--- src/rtl/branch_eval.sv ---
// Branch condition evaluator for x86 Jcc / LOOPcc / JCXZ opcodes.
// Three-state request pipeline with registered results and saturating statistics.
module branch_eval #(
  parameter int COUNT_WIDTH = 16,
  parameter bit ALIAS_6X    = 1'b1,
  parameter int STATS_WIDTH = 16
) (
  input  logic                   clk,
  input  logic                   reset_n,
  input  logic                   start,
  input  logic [7:0]             opcode,
  input  logic [15:0]            flags,
  input  logic [COUNT_WIDTH-1:0] count_in,
  input  logic                   stats_clear,
  output logic                   busy,
  output logic                   valid,
  output logic                   taken,
  output logic                   illegal,
  output logic [COUNT_WIDTH-1:0] count_out,
  output logic                   count_we,
  output logic [STATS_WIDTH-1:0] eval_count,
  output logic [STATS_WIDTH-1:0] taken_count
);

  typedef enum logic [1:0] {
    S_IDLE = 2'd0,
    S_EVAL = 2'd1,
    S_DONE = 2'd2
  } state_e;

  localparam int FLAG_CF = 0;
  localparam int FLAG_PF = 2;
  localparam int FLAG_ZF = 6;
  localparam int FLAG_SF = 7;
  localparam int FLAG_OF = 11;

  state_e                 state_q;
  logic [7:0]             op_q;
  logic [15:0]            flags_q;
  logic [COUNT_WIDTH-1:0] cnt_q;

  logic                   valid_q, taken_q, illegal_q, count_we_q;
  logic [COUNT_WIDTH-1:0] count_out_q;
  logic [STATS_WIDTH-1:0] eval_count_q, eval_count_d;
  logic [STATS_WIDTH-1:0] taken_count_q, taken_count_d;

  logic                   taken_d, illegal_d, count_we_d;
  logic [COUNT_WIDTH-1:0] count_out_d;

  // Even condition codes test a predicate; the odd neighbour is its inverse.
  function automatic logic cc_met(input logic [3:0] cc, input logic [15:0] f);
    logic base;
    unique case (cc[3:1])
      3'd0:    base = f[FLAG_OF];
      3'd1:    base = f[FLAG_CF];
      3'd2:    base = f[FLAG_ZF];
      3'd3:    base = f[FLAG_CF] | f[FLAG_ZF];
      3'd4:    base = f[FLAG_SF];
      3'd5:    base = f[FLAG_PF];
      3'd6:    base = f[FLAG_SF] ^ f[FLAG_OF];
      default: base = (f[FLAG_SF] ^ f[FLAG_OF]) | f[FLAG_ZF];
    endcase
    return base ^ cc[0];
  endfunction

  logic                   is_jcc;
  logic [COUNT_WIDTH-1:0] cnt_dec;
  logic                   dec_nonzero;

  assign is_jcc      = (op_q[7:4] == 4'h7) || (ALIAS_6X && (op_q[7:4] == 4'h6));
  assign cnt_dec     = cnt_q - COUNT_WIDTH'(1);
  assign dec_nonzero = (cnt_dec != '0);

  always_comb begin
    // NOTE: every output of this block gets a default first so no latch is inferred.
    taken_d     = 1'b0;
    illegal_d   = 1'b0;
    count_we_d  = 1'b0;
    count_out_d = cnt_q;
    if (is_jcc) begin
      taken_d = cc_met(op_q[3:0], flags_q);
    end else begin
      unique case (op_q)
        8'hE0: begin
          count_out_d = cnt_dec;
          count_we_d  = 1'b1;
          taken_d     = dec_nonzero & ~flags_q[FLAG_ZF];
        end
        8'hE1: begin
          count_out_d = cnt_dec;
          count_we_d  = 1'b1;
          taken_d     = dec_nonzero & flags_q[FLAG_ZF];
        end
        8'hE2: begin
          count_out_d = cnt_dec;
          count_we_d  = 1'b1;
          taken_d     = dec_nonzero;
        end
        8'hE3: begin
          taken_d = (cnt_q == '0);
        end
        default: begin
          illegal_d = 1'b1;
        end
      endcase
    end
  end

  // NOTE: sequential state uses non-blocking assignments so all registers update together.
  always_ff @(posedge clk or negedge reset_n) begin
    if (!reset_n) begin
      state_q     <= S_IDLE;
      op_q        <= '0;
      flags_q     <= '0;
      cnt_q       <= '0;
      valid_q     <= 1'b0;
      taken_q     <= 1'b0;
      illegal_q   <= 1'b0;
      count_we_q  <= 1'b0;
      count_out_q <= '0;
    end else begin
      unique case (state_q)
        S_IDLE: begin
          valid_q    <= 1'b0;
          count_we_q <= 1'b0;
          if (start) begin
            op_q    <= opcode;
            flags_q <= flags;
            cnt_q   <= count_in;
            state_q <= S_EVAL;
          end
        end
        S_EVAL: begin
          valid_q     <= 1'b1;
          taken_q     <= taken_d;
          illegal_q   <= illegal_d;
          count_we_q  <= count_we_d;
          count_out_q <= count_out_d;
          state_q     <= S_DONE;
        end
        default: begin
          valid_q    <= 1'b0;
          count_we_q <= 1'b0;
          state_q    <= S_IDLE;
        end
      endcase
    end
  end

  // Counters advance on the edge that closes the valid cycle, so a clear
  // raised during that cycle naturally wins over the increment.
  always_comb begin
    eval_count_d  = eval_count_q;
    taken_count_d = taken_count_q;
    if (stats_clear) begin
      eval_count_d  = '0;
      taken_count_d = '0;
    end else if (valid_q) begin
      if (eval_count_q != '1) eval_count_d = eval_count_q + STATS_WIDTH'(1);
      if (taken_q && (taken_count_q != '1)) taken_count_d = taken_count_q + STATS_WIDTH'(1);
    end
  end

  always_ff @(posedge clk or negedge reset_n) begin
    if (!reset_n) begin
      eval_count_q  <= '0;
      taken_count_q <= '0;
    end else begin
      eval_count_q  <= eval_count_d;
      taken_count_q <= taken_count_d;
    end
  end

  assign busy        = (state_q != S_IDLE);
  assign valid       = valid_q;
  assign taken       = taken_q;
  assign illegal     = illegal_q;
  assign count_out   = count_out_q;
  assign count_we    = count_we_q;
  assign eval_count  = eval_count_q;
  assign taken_count = taken_count_q;

endmodule

--- config.mk ---
export PLATFORM = sky130hd
export DESIGN_NAME = branch_eval
export DESIGN_NICKNAME = d
export VERILOG_FILES = /design/src/rtl/branch_eval.sv
export SDC_FILE = /design/constraint.sdc
export NUM_CORES = 1
export LEC_CHECK = 0
export CORE_MARGIN = 3
export CORE_UTILIZATION = 55
export CTS_CLUSTER_SIZE = 30
export DETAILED_ROUTE_END_ITERATION = 8
export PLACE_DENSITY = 0.86
export SETUP_SLACK_MARGIN = 0.02
export SYNTH_ARGS = -nofsm -noshare
export SYNTH_HDL_FRONTEND = slang
export SYNTH_SLANG_ARGS = --single-unit
--- constraint.sdc ---
create_clock -name clk -period 5.15 [get_ports clk]
set_input_delay 0.515 -clock clk [delete_from_list [all_inputs] [get_ports clk]]
set_output_delay 0.515 -clock clk [all_outputs]
set_load 0.1 [all_outputs]
==> Word level (Yosys, flattened, before mapping) <==
Cells that the tools add are included.
{ "totals": {"in_bits": 44, "regBits": 90, "word_cells": 72} }
{ "op_classes": {"n_eq_ne": 16, "n_bitwise": 7, "n_reduce_logical": 15, "n_mux": 20, "n_addsub": 3} }
{ "ops": {"columns": ["cell", "n"], "rows": [
  ["two-way mux 16 bit", 8],
  ["adder 16 x 1 -> 16 bit, second input constant", 2],
  ["== test 8 bit, second input constant", 4],
  ["!= test 16 bit, second input constant", 2],
  ["zero test 16 bit", 1],
  ["nonzero test 16 bit", 1],
  ["subtractor 16 x 1 -> 16 bit, second input constant", 1],
  ["== test 3 bit, second input constant", 3],
  ["== test 4 x 3 -> 1 bit, second input constant", 2],
  ["two-way mux 1 bit", 8],
  ["nonzero test 2 bit", 4],
  ["one-hot mux 1 bit (7 select lines)", 1],
  ["== test 3 x 2 -> 1 bit, second input constant", 2],
  ["AND reduction 2 bit", 3],
  ["one-hot mux 1 bit (4 select lines)", 1],
  ["one-hot mux 2 bit (2 select lines)", 1],
  ["OR reduction 4 bit", 1],
  ["== test 3 x 1 -> 1 bit, second input constant", 1],
  ["zero test 3 bit", 1],
  ["OR reduction 3 bit", 1],
  ["bitwise AND 1 bit", 2],
  ["== test 2 x 1 -> 1 bit, second input constant", 1],
  ["zero test 2 bit", 1],
  ["two-way mux 2 bit", 1],
  ["other kinds (6)", 8]
]} }

==> Logic depth before layout (Yosys ltp) <==
{ "logic_depth": {"word_depth": 6, "depth_mapped": 8, "depth_no_buf": 7} }

==> Worst setup path before layout <==
No wires, ideal clock.
{ "synth_path": {"kind": "flip-flop to flip-flop", "from": "register taken_count_q[5], in the netlist taken_count[5]", "to": "register taken_count_q[11], in the netlist taken_count[11]", "t_required_ns": 5.025, "setup_ns": 0.125, "path_stages_with_launch": 6, "slack_ns": 2.716, "t_arrival_ns": 2.309, "n_path_buf": 0, "period_less_slack_ns": 2.434, "cell_sequence": "dfrtp_1 and4_1 nand4_1 o21ai_1 nor4_1 mux2_2"} }
{ "synth_via": {"elab_chain_len": 4, "elab_cells_between_ends": 8, "classes_between": "add/sub (1); eq/ne (1); mux (3); reduce/logical (3)"} }
{ "synth_lines": {"columns": ["item", "line", "text"], "rows": [
  ["start, declared", "45", "logic [STATS_WIDTH-1:0] taken_count_q, taken_count_d;"],
  ["start signal, assigned", "170", "taken_count_q <= taken_count_d;"],
  ["adder 16 x 1 -> 16 bit or != test 16 bit (tied branches)", "160", "if (taken_q && (taken_count_q != '1)) taken_count_d = taken_count_q + STATS_WIDTH'(1);"],
  ["two-way mux 16 bit or logical AND 1 bit (tied branches)", "160", null],
  ["two-way mux 16 bit or nonzero test 2 bit (tied branches)", null, null],
  ["two-way mux 16 bit or AND reduction 2 bit (tied branches)", null, null]
]} }
Parallel ways exist; a longest one is shown, timed or not. The select of a mux whose other input is x is not followed.
A chain may end at the register's enable or synchronous reset.

==> Worst setup path after layout <==
{ "layout_path": {"from": "register valid_q, in the netlist valid", "to": "output port valid"} }
{ "layout_lines": {"columns": ["item", "line", "text"], "rows": [
  ["start, declared", "42", "logic valid_q, taken_q, illegal_q, count_we_q;"],
  ["start signal, assigned", "116", "valid_q <= 1'b0;"],
  ["start signal, assigned", "124", "valid_q <= 1'b0;"],
  ["start signal, assigned", "134", "valid_q <= 1'b1;"],
  ["end, declared", "16", "output logic valid,"]
]} }
No word-level cell between the ends.

==> results.yml <==
status:
  outcome: "complete, no violations"
route:
  routed_via_density: 5.65
  routed-via-count: 3441
  routed_wire_length_per_instance_um: 15.2
  post_detailed_routing_wire_length_um: 9250
  antenna_left: 0
  detailedRoute.firstIterationViolations: 139
  firstDrtPassIters: 4
  drc: 0
timing:
  time_the_worst_path_needs_with_i_o_delays_and_setup_ns: 2.53
  timing_max_transition_violations_final: 0
  final-setup-viol-count: 0
  fmax_mhz: 396
  rsz0062_at_grt: "false"
  timing.final.ws_setup_ns: 2.62
  fin_worst_skew_ns: 0.00938
  min_period_over_period_pct: 49.1
  worst_slew_pin_slew_ns: 1.09
  slew-limit-headroom_pct: 26.6
  final.setup.tns_ns: 0
  worst_case_hold_slack_ns: 0.342
  finalHoldViolCount: 0
synth:
  yosysMostFrequentCell: "dfrtp_1"
  postSynthRegisterBits: 83
  synth-async-reset-ratio_pct: 100
  synth_cell_type_count: 50
  synthesis.nets: 474
  synth.yosys.seq_area_share_pct: 48.4
  synthesis.area_um2: 4290
  yosysTopAreaCellShare_pct: 48.4
  ys_top_cells_by_area: "dfrtp_1 48%, mux2_2 7.3%, xnor2_1 5.3%"
  yosys.area.top_type: "dfrtp_1"
  postSynth.topFlopCell: "dfrtp_1"
  yosysWarningCount: 0
  synth-edff-count: 0
  postSynthAreaPerCell_um2: 10.1
  synthesis.instances: 426
  synth_common_cells: "83 x dfrtp_1, 41 x nor2_1, 38 x nand2_1"
floorplan:
  floorplan.initialDensity_pct: 57.9
  num_rows: 31
  num_io_pins: 97
  floorplan.core_area_um2: 7410
  floorplan_die_width_um: 94.3
  dieArea_um2: 8900
  floorplan.die.height_um: 94.3
global_route:
  global_route_wire_length_before_repair_um: 15700
  groute.usage.overall_pct: 22.1
  grt_pass1_vias: 3313
  maximum_number_of_pins_on_one_net_before_global_route_repair: 84
  globalRoute.totalOverflow: 0
  antenna_found_initial: 0
clock_tree:
  tritoncts_clock_tree: "built"
  clk_latency_ns: 0.34
  h_tree_depth: 3
  cts_hold_buffers: 0
  root_buffer: "clkbuf_8"
  cts_max_path_buffers: 2
  postCtsResizedCells: 0
  cts_made_buffers: 9
  cts_setup_buffers: 0
  cts.clk_slew.worst_paths_ns: 0.08
  cts.sinks: 83
placed_design:
  placed_area_um2: 5200
  dp_slack_ns: 2.72
  detailed_place_hpwl_um: 6620
  placed_cells: 593
  gp_weighted_congestion: 0.908
  port_buffers: 85
worst_setup_path:
  cp_cell_sequence: "clkdlybuf4s50_1"
  criticalPathCategory: "reg -> out"
  setup.worst_path.start_class: "register"
  timing.critical_path.slowest_stage_cell: "clkdlybuf4s50_1"
  critical_path.top_delay_family: "buffers and inverters"
  maximum_fanout_along_the_worst_path: 8
  worst_path_largest_cell_delay_ns: 1.20
  worst_ep_arrival_time_ns: 2.01
  worstPathBufferInverterCount: 1
  setup.worst_path.end_class: "primary output"
  crit_required_ns: 4.64
job:
  timing.max_cap.violations: 0
finish:
  postLayoutCellArea_um2: 5450
  diodes: 0
  final_net_count: 553
  area_delta_synth_final_pct: 26.8
  finalCoreUtilization_pct: 73.5
  layout-drive-gt1-share_pct: 11.0
  layout.filler_cells: 552
  final-instance-count-excl-fill: 609
hold_path:
  holdCritPathClass: "in -> async"
power:
  p_per_area_nw_per_um2: 443
  worst_ir_drop_on_vdd_v: 0.000279
  power_leakage_nw: 2.17
  overall_power_consumption_mw: 2.41
[cell families (layout without fill, tap and decap cells)]
kind of cell,Yosys count,in the layout,share of synthesized area (%)
AOI/OAI and AO/OA,70,70,10.7
xor gates and xnor gates,40,40,8.16
adders and majority gates,4,4,1.17
buffers and inverters,35,119,3.29
DFF,83,83,48.4
muxes,31,31,8.04
and+or+nand+nor,163,163,20.3
[final cells by class]
cell class | instances | area, um^2 | area share, %
Inverter | 15 | 56.3 | 1.03
Sequential cell | 83 | 2080 | 38.1
Clock buffer | 10 | 128 | 2.34
Multi-Input combinational cell | 308 | 2080 | 38.1
Clock inverter | 6 | 113 | 2.07
Timing Repair Buffer | 88 | 871 | 16.0
Tap cell | 99 | 124 | 2.27
[power by group]
group          internal [mW]  switching (mW)  total, mW
Clock                  0.324           0.236      0.560
Combinational          0.271           0.667      0.938
Sequential             0.773           0.138      0.912
Total                   1.37            1.04       2.41
[registers in the layout, summed over array words and instances (netlist names)]
name         cells
cnt_q           16
count_out       16
eval_count      16
taken_count     16
op_q             8
flags_q          5
state_q          2
count_we         1
illegal          1
taken            1
valid            1
[final timing paths]
| path | slack, ns | to | depth (start not counted) | start |
|---|---|---|---|---|
| hold / removal | 0.34 | eval_count[8] | 1 | reset_n |
| setup reg to reg | 2.69 | count_out[12] | 7 | cnt_q[0] |
| setup / recovery | 2.62 | valid | 1 | valid |
| hold reg to reg | 0.49 | count_out[10] | 2 | count_out[10] |
| max in group asynchronous | 4.14 | count_we | 1 | reset_n |
| min in group clk | 0.49 | count_out[10] | 2 | count_out[10] |
[cell usage in the layout, fill, tap and decap left out, types with 3 or more instances in the layout]
| cell type | count |
|---|---|
| inv_1 | 15 |
| bufinv_16 | 3 |
| mux2i_1 | 3 |
| clkbuf_8 | 9 |
| o2111ai_1 | 3 |
| nor3_1 | 12 |
| clkdlybuf4s50_1 | 84 |
| o211ai_1 | 6 |
| and3_1 | 6 |
| o31ai_1 | 3 |
| nor2b_1 | 5 |
| mux2_2 | 28 |
| o21ai_0 | 26 |
| buf_4 | 4 |
| a31oi_1 | 3 |
| or3_1 | 3 |
| nor3b_1 | 5 |
| nand3_1 | 7 |
| xnor2_1 | 26 |
| nor4_1 | 9 |
| or4_1 | 4 |
| xor2_1 | 14 |
| and2_1 | 5 |
| nand2_1 | 38 |
| ha_1 | 4 |
| nor2_1 | 40 |
| a211oi_1 | 11 |
| dfrtp_1 | 83 |
| and4_1 | 5 |
| nand2b_1 | 4 |
| nand4_1 | 10 |
| a21oi_1 | 5 |
[metal layers]
layer | global-route usage [%] | wire length [um] | vias up
met3 | 3.82 | 468 | 8
met1 | 29.0 | 4020 | 1662
li1 | - | - | 1674
met4 | 5.17 | 82 | 0
met5 | 0 | 0 | -
met2 | 38.2 | 4680 | 97
(Power assumes the default switching activity.)
